File: config.mk
export PLATFORM = sky130hd
export DESIGN_NAME = mux4_rr_arbiter_flat
export DESIGN_NICKNAME = d
export VERILOG_FILES = /design/src/rtl/mux4_rr_arbiter_pkg.sv /design/src/rtl/mux4_rr_arbiter_if.sv /design/src/rtl/mux4_rr_arbiter_rr_pick4.sv /design/src/rtl/mux4_rr_arbiter.sv /design/src/flat_wrapper.sv
export SDC_FILE = /design/constraint.sdc
export NUM_CORES = 1
export LEC_CHECK = 0
export CORE_ASPECT_RATIO = 1.5
export CORE_UTILIZATION = 25
export DETAILED_ROUTE_END_ITERATION = 6
export HOLD_SLACK_MARGIN = 0.02
export PLACE_DENSITY = 0.53
export SLEW_MARGIN = 25
export SYNTH_ARGS = -nofsm -noshare
export SYNTH_HDL_FRONTEND = slang
export SYNTH_SLANG_ARGS = --single-unit
File: constraint.sdc
create_clock -name clock -period 6.7 [get_ports clock]
set_input_delay 0.67 -clock clock [delete_from_list [all_inputs] [get_ports clock]]
set_output_delay 0.67 -clock clock [all_outputs]
set_load 0.1 [all_outputs]
File: src/rtl/mux4_rr_arbiter_pkg.sv
// Shared constants, state encoding and helpers for the 4-way round-robin mux arbiter.
package mux_arb_pkg;

  localparam int unsigned N_REQ = 4;
  localparam int unsigned SEL_W = 2;

  typedef enum logic {
    ST_IDLE    = 1'b0,
    ST_GRANTED = 1'b1
  } state_t;

  function automatic logic [SEL_W-1:0] oh2bin(input logic [N_REQ-1:0] oh);
    logic [SEL_W-1:0] b;
    b = '0;
    for (int i = 0; i < N_REQ; i++) begin
      if (oh[i]) b = b | SEL_W'(i);
    end
    return b;
  endfunction

endpackage

File: src/rtl/mux4_rr_arbiter_if.sv
// Request/grant bundle between the requesting agents (master) and the arbiter (slave).
interface mux4_rr_arbiter_if;
  import mux_arb_pkg::*;

  logic [N_REQ-1:0] req;
  logic [N_REQ-1:0] grant;
  logic [SEL_W-1:0] sel;
  logic             valid;
  logic             switch_p;

  modport master (output req, input grant, sel, valid, switch_p);
  modport slave  (input req, output grant, sel, valid, switch_p);

endinterface

File: src/rtl/mux4_rr_arbiter_rr_pick4.sv
// Combinational round-robin picker: first unmasked request at or after ptr, wrapping 3 -> 0.
module rr_pick4
  import mux_arb_pkg::*;
(
  input  logic [N_REQ-1:0] req,
  input  logic [SEL_W-1:0] ptr,
  input  logic [N_REQ-1:0] excl,
  output logic [N_REQ-1:0] pick_oh,
  output logic [SEL_W-1:0] pick_idx,
  output logic             any
);

  logic [N_REQ-1:0] masked;
  logic [SEL_W-1:0] idx;
  logic             found;

  always_comb begin
    masked  = req & ~excl;
    pick_oh = '0;
    idx     = '0;
    found   = 1'b0;
    for (int i = 0; i < N_REQ; i++) begin
      idx = ptr + SEL_W'(i);
      if (!found && masked[idx]) begin
        found        = 1'b1;
        pick_oh[idx] = 1'b1;
      end
    end
    any      = |masked;
    pick_idx = oh2bin(pick_oh);
  end

endmodule

File: src/rtl/mux4_rr_arbiter.sv
// Round-robin arbiter sharing one 4:1 mux; holds a grant while requested, pre-empts after MAX_HOLD.
module mux4_rr_arbiter #(
  parameter int unsigned MAX_HOLD = 8
) (
  input  logic                clock,
  input  logic                reset,
  mux4_rr_arbiter_if.slave    bus
);
  import mux_arb_pkg::*;

  localparam int unsigned CNT_W      = 8;
  localparam bit          PREEMPT_EN = (MAX_HOLD != 0);
  localparam logic [CNT_W-1:0] HOLD_LAST = CNT_W'(MAX_HOLD - 1);

  state_t           state_q;
  logic [SEL_W-1:0] ptr_q;
  logic [CNT_W-1:0] hold_q;
  logic [N_REQ-1:0] grant_q;
  logic [SEL_W-1:0] sel_q;
  logic             valid_q;
  logic             switch_q;

  logic             owner_req;
  logic             others;
  logic             preempt;
  logic [SEL_W-1:0] next_ptr;
  logic [SEL_W-1:0] pick_ptr;
  logic [N_REQ-1:0] pick_excl;
  logic [N_REQ-1:0] pick_oh;
  logic [SEL_W-1:0] pick_idx;
  logic             pick_any;

  // While granted, the scan always restarts just past the current owner.
  always_comb begin
    owner_req = |(bus.req & grant_q);
    others    = |(bus.req & ~grant_q);
    next_ptr  = sel_q + SEL_W'(1);
    preempt   = (state_q == ST_GRANTED) && owner_req && others &&
                PREEMPT_EN && (hold_q == HOLD_LAST);
    pick_ptr  = (state_q == ST_GRANTED) ? next_ptr : ptr_q;
    pick_excl = preempt ? grant_q : '0;
  end

  rr_pick4 u_pick (
    .req      (bus.req),
    .ptr      (pick_ptr),
    .excl     (pick_excl),
    .pick_oh  (pick_oh),
    .pick_idx (pick_idx),
    .any      (pick_any)
  );

  always_ff @(posedge clock) begin
    if (reset) begin
      state_q  <= ST_IDLE;
      ptr_q    <= '0;
      hold_q   <= '0;
      grant_q  <= '0;
      sel_q    <= '0;
      valid_q  <= 1'b0;
      switch_q <= 1'b0;
    end else begin
      switch_q <= 1'b0;
      case (state_q)
        ST_IDLE: begin
          if (pick_any) begin
            grant_q  <= pick_oh;
            sel_q    <= pick_idx;
            valid_q  <= 1'b1;
            switch_q <= 1'b1;
            hold_q   <= '0;
            state_q  <= ST_GRANTED;
          end
        end
        ST_GRANTED: begin
          if (!owner_req) begin
            ptr_q  <= next_ptr;
            hold_q <= '0;
            if (pick_any) begin
              grant_q  <= pick_oh;
              sel_q    <= pick_idx;
              switch_q <= 1'b1;
            end else begin
              grant_q <= '0;
              valid_q <= 1'b0;
              state_q <= ST_IDLE;
            end
          end else if (preempt) begin
            ptr_q    <= next_ptr;
            grant_q  <= pick_oh;
            sel_q    <= pick_idx;
            switch_q <= 1'b1;
            hold_q   <= '0;
          end else if (others && PREEMPT_EN) begin
            if (hold_q != HOLD_LAST) hold_q <= hold_q + CNT_W'(1);
          end else begin
            hold_q <= '0;
          end
        end
        default: state_q <= ST_IDLE;
      endcase
    end
  end

  assign bus.grant    = grant_q;
  assign bus.sel      = sel_q;
  assign bus.valid    = valid_q;
  assign bus.switch_p = switch_q;

endmodule

File: src/flat_wrapper.sv
// flat-port wrapper written by rule: the top's interface ports become plain ports
module mux4_rr_arbiter_flat import mux_arb_pkg::*;
#(
  parameter int unsigned MAX_HOLD = 8
)
  (clock, reset, bus_req, bus_grant, bus_sel, bus_valid, bus_switch_p);
  mux4_rr_arbiter_if bus_i ();
  input  logic clock;
  input  logic reset;
  input wire logic [$bits(bus_i.req)-1:0] bus_req;
  output wire logic [$bits(bus_i.grant)-1:0] bus_grant;
  output wire logic [$bits(bus_i.sel)-1:0] bus_sel;
  output wire logic [$bits(bus_i.valid)-1:0] bus_valid;
  output wire logic [$bits(bus_i.switch_p)-1:0] bus_switch_p;
  assign bus_i.req = bus_req;
  assign bus_grant = bus_i.grant;
  assign bus_sel = bus_i.sel;
  assign bus_valid = bus_i.valid;
  assign bus_switch_p = bus_i.switch_p;
  mux4_rr_arbiter #(.MAX_HOLD(MAX_HOLD)) u_core (.clock(clock), .reset(reset), .bus(bus_i));
endmodule
### Yosys cells after proc, flatten, opt, wreduce, memory -nomap -nowiden

Index checks and enable logic that the tools add are counted.

* memories: 0
* input bits: 6
* latch bits: 0
* output and inout bits: 8
* ROM bits: 0
* memory bits (writable): 0
* word-level logic and storage cells: 112
* register bits after elaboration: 19

* div/mod/pow operators: 0
* $lt $le $gt $ge: 8
* bitwise gates (word level): 9
* reductions and logical operators: 20
* equal/unequal tests: 8
* multiply operators: 0
* $add $sub $neg: 5
* mux-type cells: 55
* shift operators: 0

Operators with widths (count)
* $mux 8: 5
* $mux 4: 9
* $mux 1: 19
* $mux 2: 8
* $pmux 8 s2: 1
* $and 4x4->4: 3
* $lt 2x3->1 const B: 4
* $or 4x4->4: 3
* $reduce_or 4->1: 3
* $logic_and 1x1->1: 10
* $add 8x1->8 const B: 1
* $bmux 1 s2: 4
* $demux 1 s2: 4
* $eq 8x3->1 const B: 1
* $ge 2x1->1 const B: 4
* $ne 8x3->1 const B: 1
* $not 4->4: 2
* $pmux 4 s2: 1
* $ne 2x2->1 const B: 3
* $pmux 1 s2: 3
* $reduce_and 2->1: 3
* $ne 5x5->1 const B: 1
* $add 2x1->2 const B: 2
* $add 2x2->2 const B: 2
* other kinds (6): 8

### Depth between registers and ports, before layout

Gate-level depths: netlist of run 1.

* word-level depth: 26
* gate-level depth with buffers: 11
* gate-level depth less buffers: 10

### Modules after synthesis

A second synthesis of run 1 with hierarchy kept.

* cells, all modules: 196
* area, all modules: 1501.4 sq um

Modules (own cells, without submodules)
* mux4_rr_arbiter: instances 1, area an instance 994.7 sq um, sequential area each 380.4 sq um, cells an instance 124
* rr_pick4: instances 1, area an instance 506.7 sq um, sequential area each 0.0 sq um, cells an instance 72

### Least setup slack after synthesis of run 1

No wires, ideal clock.

* kind: register to register
* from: register u_core.sel_q[0] (netlist: u_core.bus.sel[0])
* to: register u_core.sel_q[0] (netlist: u_core.bus.sel[0])
* data arrival time: 3.394 ns
* library setup time: 0.091 ns
* data required time: 6.609 ns
* stages on the path, launching flop included: 10
* path buffers: 0
* path slack: 3.215 ns
* period minus slack after synthesis: 3.485 ns
* path through: dfxtp_1 xnor2_1 nor2_1 a21oi_1 ha_1 or4_1 a21oi_1 a21o_2 a221oi_2 a311oi_1

* longest elaborated chain between the ends: 20
* elaborated cells on any way between the ends: 56
* those cells by class: 4 x add/sub; 8 x order compare; 31 x mux; 3 x bitwise; 10 x reduce/logical

RTL lines
* start: declaration: RTL line mux4_rr_arbiter.sv:19 `logic [SEL_W-1:0] sel_q;`
* start signal: assignment: RTL line mux4_rr_arbiter.sv:68 `sel_q <= pick_idx;`
* start signal: assignment: RTL line mux4_rr_arbiter.sv:81 `sel_q <= pick_idx;`
* start signal: assignment: RTL line mux4_rr_arbiter.sv:91 `sel_q <= pick_idx;`
* parallel branches: the longest is 19 deep, another holds $lt 2x3->1
* $pmux 2 s2 *: RTL line mux4_rr_arbiter.sv:64 `case (state_q)`

Every way passes the cells marked *. The select of a mux whose other input is x is not followed.
A chain may end at the register's enable or synchronous reset.

### Worst setup path after layout of run 1

* from: input bus_req[1]
* to: register u_core.sel_q[0] (netlist: u_core.bus.sel[0])

* longest elaborated chain between the ends: 26
* elaborated cells on any way between the ends: 43
* those cells by class: 1 x eq/ne; 23 x mux; 7 x bitwise; 12 x reduce/logical

RTL lines
* start: declaration: RTL line flat_wrapper.sv:10 `input wire logic [$bits(bus_i.req)-1:0] bus_req;`
* $and 4x4->4: RTL line mux4_rr_arbiter.sv:35 `owner_req = |(bus.req & grant_q);`
* $reduce_or 4->1: RTL line mux4_rr_arbiter.sv:35
* $logic_and 1x1->1 (2 in a row): RTL line mux4_rr_arbiter.sv:38 `preempt = (state_q == ST_GRANTED) && owner_req && others &&`
* $logic_and 1x1->1: RTL line mux4_rr_arbiter.sv:39 `PREEMPT_EN && (hold_q == HOLD_LAST);`
* $mux 4: RTL line mux4_rr_arbiter.sv:41 `pick_excl = preempt ? grant_q : '0;`
* $not 4->4: RTL line mux4_rr_arbiter_rr_pick4.sv:18 `masked = req & ~excl;`
* $and 4x4->4: RTL line mux4_rr_arbiter_rr_pick4.sv:18
* $bmux 1 s2: RTL line mux4_rr_arbiter_rr_pick4.sv:24 `if (!found && masked[idx]) begin`
* [... 8 more ...]
* $logic_not 1->1: RTL line mux4_rr_arbiter_rr_pick4.sv:24
* $logic_and 1x1->1: RTL line mux4_rr_arbiter_rr_pick4.sv:24
* $mux 4: RTL line mux4_rr_arbiter_rr_pick4.sv:24
* $mux 1: RTL line mux4_rr_arbiter_pkg.sv:16 `if (oh[i]) b = b | SEL_W'(i);`
* $mux 2 (2 in a row): RTL line mux4_rr_arbiter_pkg.sv:16
* $mux 2 (on tied branches): RTL line mux4_rr_arbiter.sv:66, mux4_rr_arbiter.sv:79, mux4_rr_arbiter.sv:88
* $mux 2: RTL line mux4_rr_arbiter.sv:76 `if (!owner_req) begin`
* $pmux 2 s2: RTL line mux4_rr_arbiter.sv:64

Several ways; a longest one is shown, not always the timed one. The select of a mux whose other input is x is not followed.

==> results.toml, run 1 <==
[yosys]
synth_area_mm2 = 0.00147
synth.distinct_cells = 49
seq_area_frac_synth = 0.259
syn_nets = 177
syn_avg_cell_area_um2 = 9.07
yosysWarnings = 0
synth_seq_cells = 19
synthCells = 162

[cells_and_area]
final_layout_size_suffix_gt1_frac = 0.199
stdcell_count = 246
antennaDiodeCount = 0
syn_to_final_growth_pct = 16.1
final_cell_mix = "dfxtp_1, nor2_1, clkdlybuf4s50_1"
fin_nets = 192
mostFrequentLayoutCell = "dfxtp_1"
final_area_mm2 = 0.00171
fillerInstances = 595

[timing]
setup_tns_ns = 0
fin_skew_ns = 0.00438
hold_viol_final = 0
timing.fmax_mhz = 265
relSlewSlack = 0.348
setup_violations = 0
fin_crit_ns = 3.77
drv_slew = 0
rsz0062_at_grt = "no"
fin_crit_sh = 0.563
worst_slew_pin_slew_ns = 0.975

[setup_path]
worst_ep_required_time_ns = 6.82
rr_worst_depth = 8
r2r_end = "u_core.bus.sel[0]$_SDFFE_PP0P_"
crit_type = "primary input to flop"
worstPathArrival_ns = 3.90
start_kind = "primary input"
worst-path-max-fanout = 11
r2r-start = "u_core.bus.grant[0]$_SDFFE_PP0P_"
r2r_slack_ns = 3.39
worst_setup_path_end_kind = "flop"

[min_path]
hold_depth = 2
hp-start = "u_core.hold_q[7]$_SDFFE_PP0P_"
min_to = "u_core.hold_q[7]$_SDFFE_PP0P_"
hold_path.class = "flop to flop"

[clocking]
cts_post_setup_buffers_inserted = 0
cts.sinks = 19
ctsResizeCount = 0
cts_root_buf = "clkbuf_8"
path_clk_slew_ns = 0.07
cts_tree = "built"
cts_max_level = 1
clk_path_buf_depth = 2
cts_made_buffers = 3
hold_buffers = 0
insertion_delay_ns = 0.26

[placement]
dpl.cell_count = 242
gp_congestion = 0.779
portBuffers = 13
post_dp_cell_area_mm2 = 0.00166
hpwl_um = 2760

[power]
clkPwrFrac = 0.122
worst_ir_drop_vdd_mv = 0.0927
p_seq_frac = 0.248
p_total_w = 0.000658
internal_power_w = 0.000317
p_comb_frac = 0.629
leakagePower_nw = 0.640
pwr_density_cell_mw_per_mm2 = 386
p_sw_frac = 0.518
power_switching_w = 0.000341

[job]
cap_violations = 0

[status]
status = "finished, final reports clean"

[die]
io_pins = 14
core_area_mm2 = 0.00557
row_count = 33
fp.dieW_um = 64.6
die_y_um = 95.9
start_util = 0.264
die_area_mm2 = 0.00619

[drt]
drt_iter0_markers = 73
first_pass_iters = 4
wl_um = 3520
via_per_inst = 5.21
drc = 0
vias = 1282
wl_per_cell_um = 14.3
ant_nets = 0

[global_routing]
grt_max_degree = 17
grt_pass1_vias = 1266
grt_pass1_wl_um = 5940
overflow = 0
gr-usage-all-layers = 0.125
antenna_found_initial = 0
worst max-delay path by stage:
stage | from | endpoint | slack, ns | cells past startpoint
2_1_floorplan | u_core.bus.sel[0]$_SDFFE_PP0P_ | u_core.bus.sel[0]$_SDFFE_PP0P_ | 3.21 | 9
3_3_place_gp | bus_req[1] | u_core.bus.sel[0]$_SDFFE_PP0P_ | 2.69 | 9
3_5_place_dp | bus_req[1] | u_core.bus.sel[1]$_SDFFE_PP0P_ | 2.63 | 9
4_1_cts | bus_req[1] | u_core.bus.sel[1]$_SDFFE_PP0P_ | 2.89 | 9
5_1_grt | bus_req[1] | u_core.bus.sel[0]$_SDFFE_PP0P_ | 2.62 | 9
6_report | bus_req[1] | u_core.bus.sel[0]$_SDFFE_PP0P_ | 2.93 | 9
power by group through the flow:
stage          sequential (W)  clock (W)  combinational, W
2_1_floorplan        0.000267          0          0.000223
3_3_place_gp         0.000167          0          0.000418
3_5_place_dp         0.000166          0          0.000415
4_1_cts              0.000164  0.0000818          0.000417
5_1_grt              0.000167  0.0000849          0.000447
6_report             0.000163  0.0000805          0.000414
cells in the mapped netlist (all sizes together):
cell,n,share of area
o31ai,1,0.014
a32oi,2,0.012
inv,10,0.026
nand2,9,0.023
nand4,1,0.0043
and3,10,0.049
or4,3,0.020
or2b,3,0.018
a21o,2,0.011
mux2i,3,0.023
o31a,1,0.0060
ha,9,0.077
a31oi,4,0.017
nor3b,5,0.026
o2111a,1,0.0077
o2111ai,1,0.0060
clkbuf,4,0.024
a311oi,6,0.048
dfxtp,19,0.26
o21ba,1,0.0068
or3,3,0.013
and2,2,0.010
nand3,2,0.0068
a211oi,1,0.014
nor3,4,0.014
mux2,3,0.026
nor2,16,0.041
a221oi,5,0.050
xnor2,1,0.0060
o32ai,1,0.0060
o21ai,11,0.037
o221ai,2,0.016
a31o,1,0.0060
a21oi,12,0.043
a22o,1,0.0060
nor4,2,0.029
critical path, cell delays in order:
cell and delay [ns]:
clkdlybuf4s50_1 0.49, or2b_2 0.21, o2111ai_1 0.39, a31oi_1 0.82, mux2i_1 0.19, mux2i_2 0.36, mux2_2 0.39, a221oi_2 0.23
a311oi_1 0.13
metal layers:
layer	vias to the layer above	global-route usage	wire length (um)	part of all wire
met4	0	0.0722	76	0.022
met3	4	0.00829	62	0.018
met2	19	0.232	1850	0.53
li1	649	-	-	-
met1	610	0.137	1530	0.43
met5	-	0	0	0
per-stage QoR:
stage / setup slack [ns] / utilization / hold WS [ns]
floorplan: 3.21 / - / 0.458
global placement: 2.69 / 0.298 / 0.485
detailed placement: 2.63 / 0.298 / 0.493
CTS: 2.89 / 0.306 / 0.508
global route: 2.62 / 0.306 / 0.527
finish: 2.93 / 0.306 / 0.501
registers in the layout (all words and copies together) (netlist names):
name,count
u_core.hold_q,8
u_core.bus.grant,4
u_core.bus.sel,2
u_core.ptr_q,2
u_core.bus.switch_p,1
u_core.bus.valid,1
u_core.state_q,1
layout make-up:
class	count	area (um^2)	area share
Inverter	10	37.5	0.0220
Tap cell	70	87.6	0.0514
Clock inverter	1	5.00	0.00293
Multi-Input combinational cell	129	1020	0.596
Clock buffer	3	41.3	0.0242
Sequential cell	19	380	0.223
Timing Repair Buffer	14	138	0.0807
logic make-up (layout without fill, tap and decap cells):
family	count (synthesis)	in the layout	synth area share
simple gates	60	60	0.253
compound gates	53	53	0.308
flops	19	19	0.259
buf+inv	14	28	0.0494
fa+ha+maj	9	9	0.0767
mux	6	6	0.0485
xor+xnor	1	1	0.00596
Power figures use the tool's default switching activity.
==> run 2, diff against run 1 <==
Clock period 6.7 ns to 3.65 ns, I/O delays scaled along.
==> run 2 against run 1 <==
Net effect:
- sequential share of layout area fell by 0.46 points
- register-to-register slack worse by 2.7 ns
- first-iteration DRC count rose by 48%
- largest cell class unchanged
- largest power group unchanged
==> results.toml, run 2 (same netlist as run 1, synthesis figures left out) <==
[status]
status = "finished, final reports clean"

[setup_path]
crit_type = "flop to flop"
worst-path-max-fanout = 5
start_kind = "flop"
worst_ep_required_time_ns = 3.77
worst_setup_path_end_kind = "flop"
worstPathArrival_ns = 3.06

[global_routing]
grt_pass1_wl_um = 5970
grt_max_degree = 17
overflow = 0
gr-usage-all-layers = 0.129
grt_pass1_vias = 1242
antenna_found_initial = 0

[timing]
timing.hold.ws_ns = 0.506
rsz0062_at_grt = "no"
timing.fmax_mhz = 339
final.setup.worst_slack_ns = 0.702
fin_crit_sh = 0.808
hold_viol_final = 0
setup_violations = 0
fin_crit_ns = 2.95
relSlewSlack = 0.356
drv_slew = 0
worst_slew_pin_slew_ns = 0.963
fin_skew_ns = 0.00125
setup_tns_ns = 0

[drt]
wl_um = 3610
drc = 0
vias = 1279
drt_iter0_markers = 108
wl_per_cell_um = 14.4
first_pass_iters = 4
via_per_inst = 5.10
ant_nets = 0

[clocking]
insertion_delay_ns = 0.25
clk_path_buf_depth = 2
path_clk_slew_ns = 0.07
cts_root_buf = "clkbuf_8"
cts.sinks = 19
hold_buffers = 0
cts_post_setup_buffers_inserted = 0
ctsResizeCount = 0
cts_max_level = 1
cts_tree = "built"
cts_made_buffers = 3

[die]
io_pins = 14
die_area_mm2 = 0.00619
fp.dieW_um = 64.6
core_area_mm2 = 0.00557
start_util = 0.264
die_y_um = 95.9
row_count = 33

[cells_and_area]
antennaDiodeCount = 0
fin_nets = 197
syn_to_final_growth_pct = 18.6
mostFrequentLayoutCell = "dfxtp_1"
final_cell_mix = "dfxtp_1, nor2_1, clkdlybuf4s50_1"
top_register = "u_core.hold_q"
largest_register_ff_count = 8
final_area_mm2 = 0.00174
final_layout_size_suffix_gt1_frac = 0.215

[power]
worst_ir_drop_vdd_mv = 0.144
pwr_density_cell_mw_per_mm2 = 698
p_seq_frac = 0.243
power_switching_w = 0.000624
internal_power_w = 0.000592
p_sw_frac = 0.513
clkPwrFrac = 0.119
leakagePower_nw = 0.662
p_comb_frac = 0.637

[job]
cap_violations = 0

[placement]
portBuffers = 13
dpl_worst_slack_ns = 0.509
post_dp_cell_area_mm2 = 0.00170
gp_congestion = 0.803
hpwl_um = 2850

[min_path]
hold_path.class = "flop to flop"
run 2: cell count changes in the layout (fill, tap and decap cells not counted):
cell	previous run	this run
buf_4	1	6
clkbuf_1	0	1
clkinv_2	1	0
run 2: layout make-up:
| cell class | count | area, um^2 |
|---|---|---|
| clock buffers | 4 | 45.0 |
| fillers | 605 | 3830 |
| inverters | 10 | 37.5 |
| multi-input cells | 129 | 1020 |
| flip-flops and latches | 19 | 380 |
| well taps | 70 | 87.6 |
| repair buffers | 19 | 175 |
run 2: power by group through the flow:
| stage | Combinational, W | Sequential (W) | Clock (W) |
|---|---|---|---|
| global route | 0.000825 | 0.000303 | 0.000161 |
| global placement | 0.000780 | 0.000300 | 0 |
| CTS | 0.000780 | 0.000296 | 0.000149 |
| finish | 0.000775 | 0.000296 | 0.000145 |
| floorplan | 0.000410 | 0.000491 | 0 |
| detailed placement | 0.000777 | 0.000301 | 0 |
run 2: worst max-delay path, cell delays in order (launching register included):
cell      delay [ns]
dfxtp_1         0.34
or4_4           0.56
or4_4           0.52
o31ai_4         0.29
nor3_1          0.13
a311oi_4        0.34
a211oi_4        0.11
a221oi_2        0.37
a311oi_1        0.13
run 2: per-stage QoR:
stage	std cells	util	total power (W)
final	251	0.312	0.00122
after CTS	251	0.312	0.00122
after floorplan	162	-	0.000901
after detailed placement	247	0.304	0.00108
after global placement	247	0.304	0.00108
after global routing	251	0.312	0.00129
run 2: final timing paths:
check,start,end,slack (ns),depth (start not counted)
setup / recovery,u_core.hold_q[3]$_SDFFE_PP0P_,u_core.bus.sel[0]$_SDFFE_PP0P_,0.70,8
hold / removal,u_core.hold_q[6]$_SDFFE_PP0P_,u_core.hold_q[6]$_SDFFE_PP0P_,0.51,2
setup reg to reg,u_core.hold_q[3]$_SDFFE_PP0P_,u_core.bus.sel[0]$_SDFFE_PP0P_,0.70,8
hold reg to reg,u_core.hold_q[6]$_SDFFE_PP0P_,u_core.hold_q[6]$_SDFFE_PP0P_,0.51,2
run 2: metal layers:
metal	up-vias	share of wire	track usage
li1	655	-	-
met1	597	0.42	0.139
met2	19	0.53	0.239
met3	8	0.011	0.00829
met4	0	0.038	0.0889
met5	-	0	0
==> run 3, diff against run 2 <==
Clock period 3.65 ns to 3 ns, I/O delays scaled along.
==> run 3 against run 2 <==
Net effect:
- fmax grew 1.4%
- power rose by 23%
- worst hold slack got worse by 0.030 ns
- worst setup slack lost 0.61 ns
- wire length rose by 1.3%
- critical path depth did not move
- flip-flop and latch count unchanged
- critical path type unchanged
- die area did not move
- largest power group unchanged
- sequential share of layout area fell by 0.25 points
- combinational power grew 23%
- critical endpoint is now u_core.bus.sel[1]$_SDFFE_PP0P_
- final area rose by 3.8%
==> results.toml, run 3 (same netlist as run 1, synthesis figures left out) <==
[status]
status = "finished, final reports clean"

[power]
p_total_w = 0.00150
worst_ir_drop_vdd_mv = 0.201
leakagePower_nw = 0.724
pwr_density_cell_mw_per_mm2 = 830

[global_routing]
antenna_found_initial = 0
grt_pass1_wl_um = 6220
grt_pass1_vias = 1333
gr-usage-all-layers = 0.130
grt_max_degree = 17
overflow = 0

[setup_path]
worst_setup_path_end_kind = "flop"
path_depth = 8
start_kind = "flop"
worst_path_max_delay_cell = "or4_4"
rr_worst_depth = 8
worstPathArrival_ns = 3.02
max_stage_delay_ns = 0.57
worst_ep_required_time_ns = 3.12
worst_path_dominant_cell_family = "simple AND/OR/NAND/NOR gates"
crit_type = "flop to flop"
crit_top_cell = "or4_4"
crit_chain = "or4_4 > or4_4 > o31ai_4 > o221ai_2 > and3_2 > mux2_2 > a221oi_2 > a311oi_1"
r2r_slack_ns = 0.09
cp_num_buf_inv = 0
worst-path-max-fanout = 5

[timing]
fin_skew_ns = 0.00261
setup_violations = 0
fin_crit_sh = 0.969
drv_slew = 0
fin_crit_ns = 2.91
relSlewSlack = 0.361
hold_viol_final = 0
rsz0062_at_grt = "yes"
timing.fmax_mhz = 344
worst_slew_pin_slew_ns = 0.956

[min_path]
hold_depth = 2
hold_path.class = "flop to flop"

[die]
die_area_mm2 = 0.00619
fp.dieW_um = 64.6
row_count = 33
start_util = 0.264
die_y_um = 95.9
core_area_mm2 = 0.00557
io_pins = 14

[placement]
post_dp_cell_area_mm2 = 0.00176
dpl.cell_count = 256
hpwl_um = 2920
portBuffers = 13
gp_congestion = 0.801

[cells_and_area]
syn_to_final_growth_pct = 23.1
top_register = "u_core.hold_q"
final_area_mm2 = 0.00181
antennaDiodeCount = 0
mostFrequentLayoutCell = "buf_4"
fin_nets = 206
fillerInstances = 612
largest_register_ff_count = 8
final_cell_mix = "buf_4, nor2_1, dfxtp_1"
final_layout_size_suffix_gt1_frac = 0.347
stdcell_count = 260

[clocking]
hold_buffers = 0
clk_path_buf_depth = 2
path_clk_slew_ns = 0.07
cts.sinks = 19
cts_max_level = 1
ctsResizeCount = 0
cts_tree = "built"
insertion_delay_ns = 0.25
cts_made_buffers = 3
cts_post_setup_buffers_inserted = 0
cts_root_buf = "clkbuf_8"

[drt]
wl_per_cell_um = 14.1
drt_iter0_markers = 86
wl_um = 3660
via_per_inst = 5.04
first_pass_iters = 4
ant_nets = 0
vias = 1310
drc = 0

[job]
cap_violations = 0
-- run 3: changes by cell type in the layout (fill, tap and decap cells not counted), sizes merged --
cell / previous run / this run
clkdlybuf4s50: 13 / 6
clkinv: 0 / 1
buf: 6 / 22
clkbuf: 4 / 3
-- run 3: tightest hold or removal path, delay by kind of cell, from the launching register on --
kind               cells  cell delay, ns
AOI/OAI and AO/OA      1            0.05
DFF                    1            0.35
and+or+nand+nor        1            0.05
-- run 3: layout make-up --
| class | count | area [um^2] | area share |
|---|---|---|---|
| Timing Repair Buffer | 28 | 225 | 0.125 |
| Tap cell | 70 | 87.6 | 0.0484 |
| Sequential cell | 19 | 390 | 0.216 |
| Clock inverter | 1 | 5.00 | 0.00277 |
| Clock buffer | 3 | 41.3 | 0.0228 |
| Inverter | 10 | 37.5 | 0.0208 |
| Multi-Input combinational cell | 129 | 1020 | 0.565 |
-- run 3: layer usage --
metal	vias to the layer above	track usage	wire length, um	share of wire
met5	-	0	0	0
met4	0	0.0741	114	0.031
met3	8	0.00829	56	0.015
met2	22	0.238	1890	0.52
met1	604	0.148	1600	0.44
li1	676	-	-	-
-- run 3: power breakdown --
group | switching [W] | internal (W)
combinational | 0.000619 | 0.000331
clock | 0.0000882 | 0.0000923
sequential | 0.0000618 | 0.000308
total | 0.000769 | 0.000731
-- run 3: path summary, 6_finish.rpt --
kind                                                       start                                to
worst min register to register  u_core.bus.grant[1]$_SDFFE_PP0P_  u_core.bus.grant[1]$_SDFFE_PP0P_
worst max-delay path               u_core.hold_q[7]$_SDFFE_PP0P_    u_core.bus.sel[1]$_SDFFE_PP0P_
worst min-delay path            u_core.bus.grant[1]$_SDFFE_PP0P_  u_core.bus.grant[1]$_SDFFE_PP0P_
worst max register to register     u_core.hold_q[7]$_SDFFE_PP0P_    u_core.bus.sel[1]$_SDFFE_PP0P_
-- run 3: stage by stage --
step	setup WS (ns)	hold slack, ns	TNS, ns	util
final	0.0936	0.476	0	0.324
after global routing	-0.0550	0.503	-0.0550	0.324
after CTS	0.0344	0.480	0	0.324
after detailed placement	0.0420	0.470	0	0.315
after global placement	0.00843	0.472	0	0.315
after floorplan	0.0772	0.365	0	-
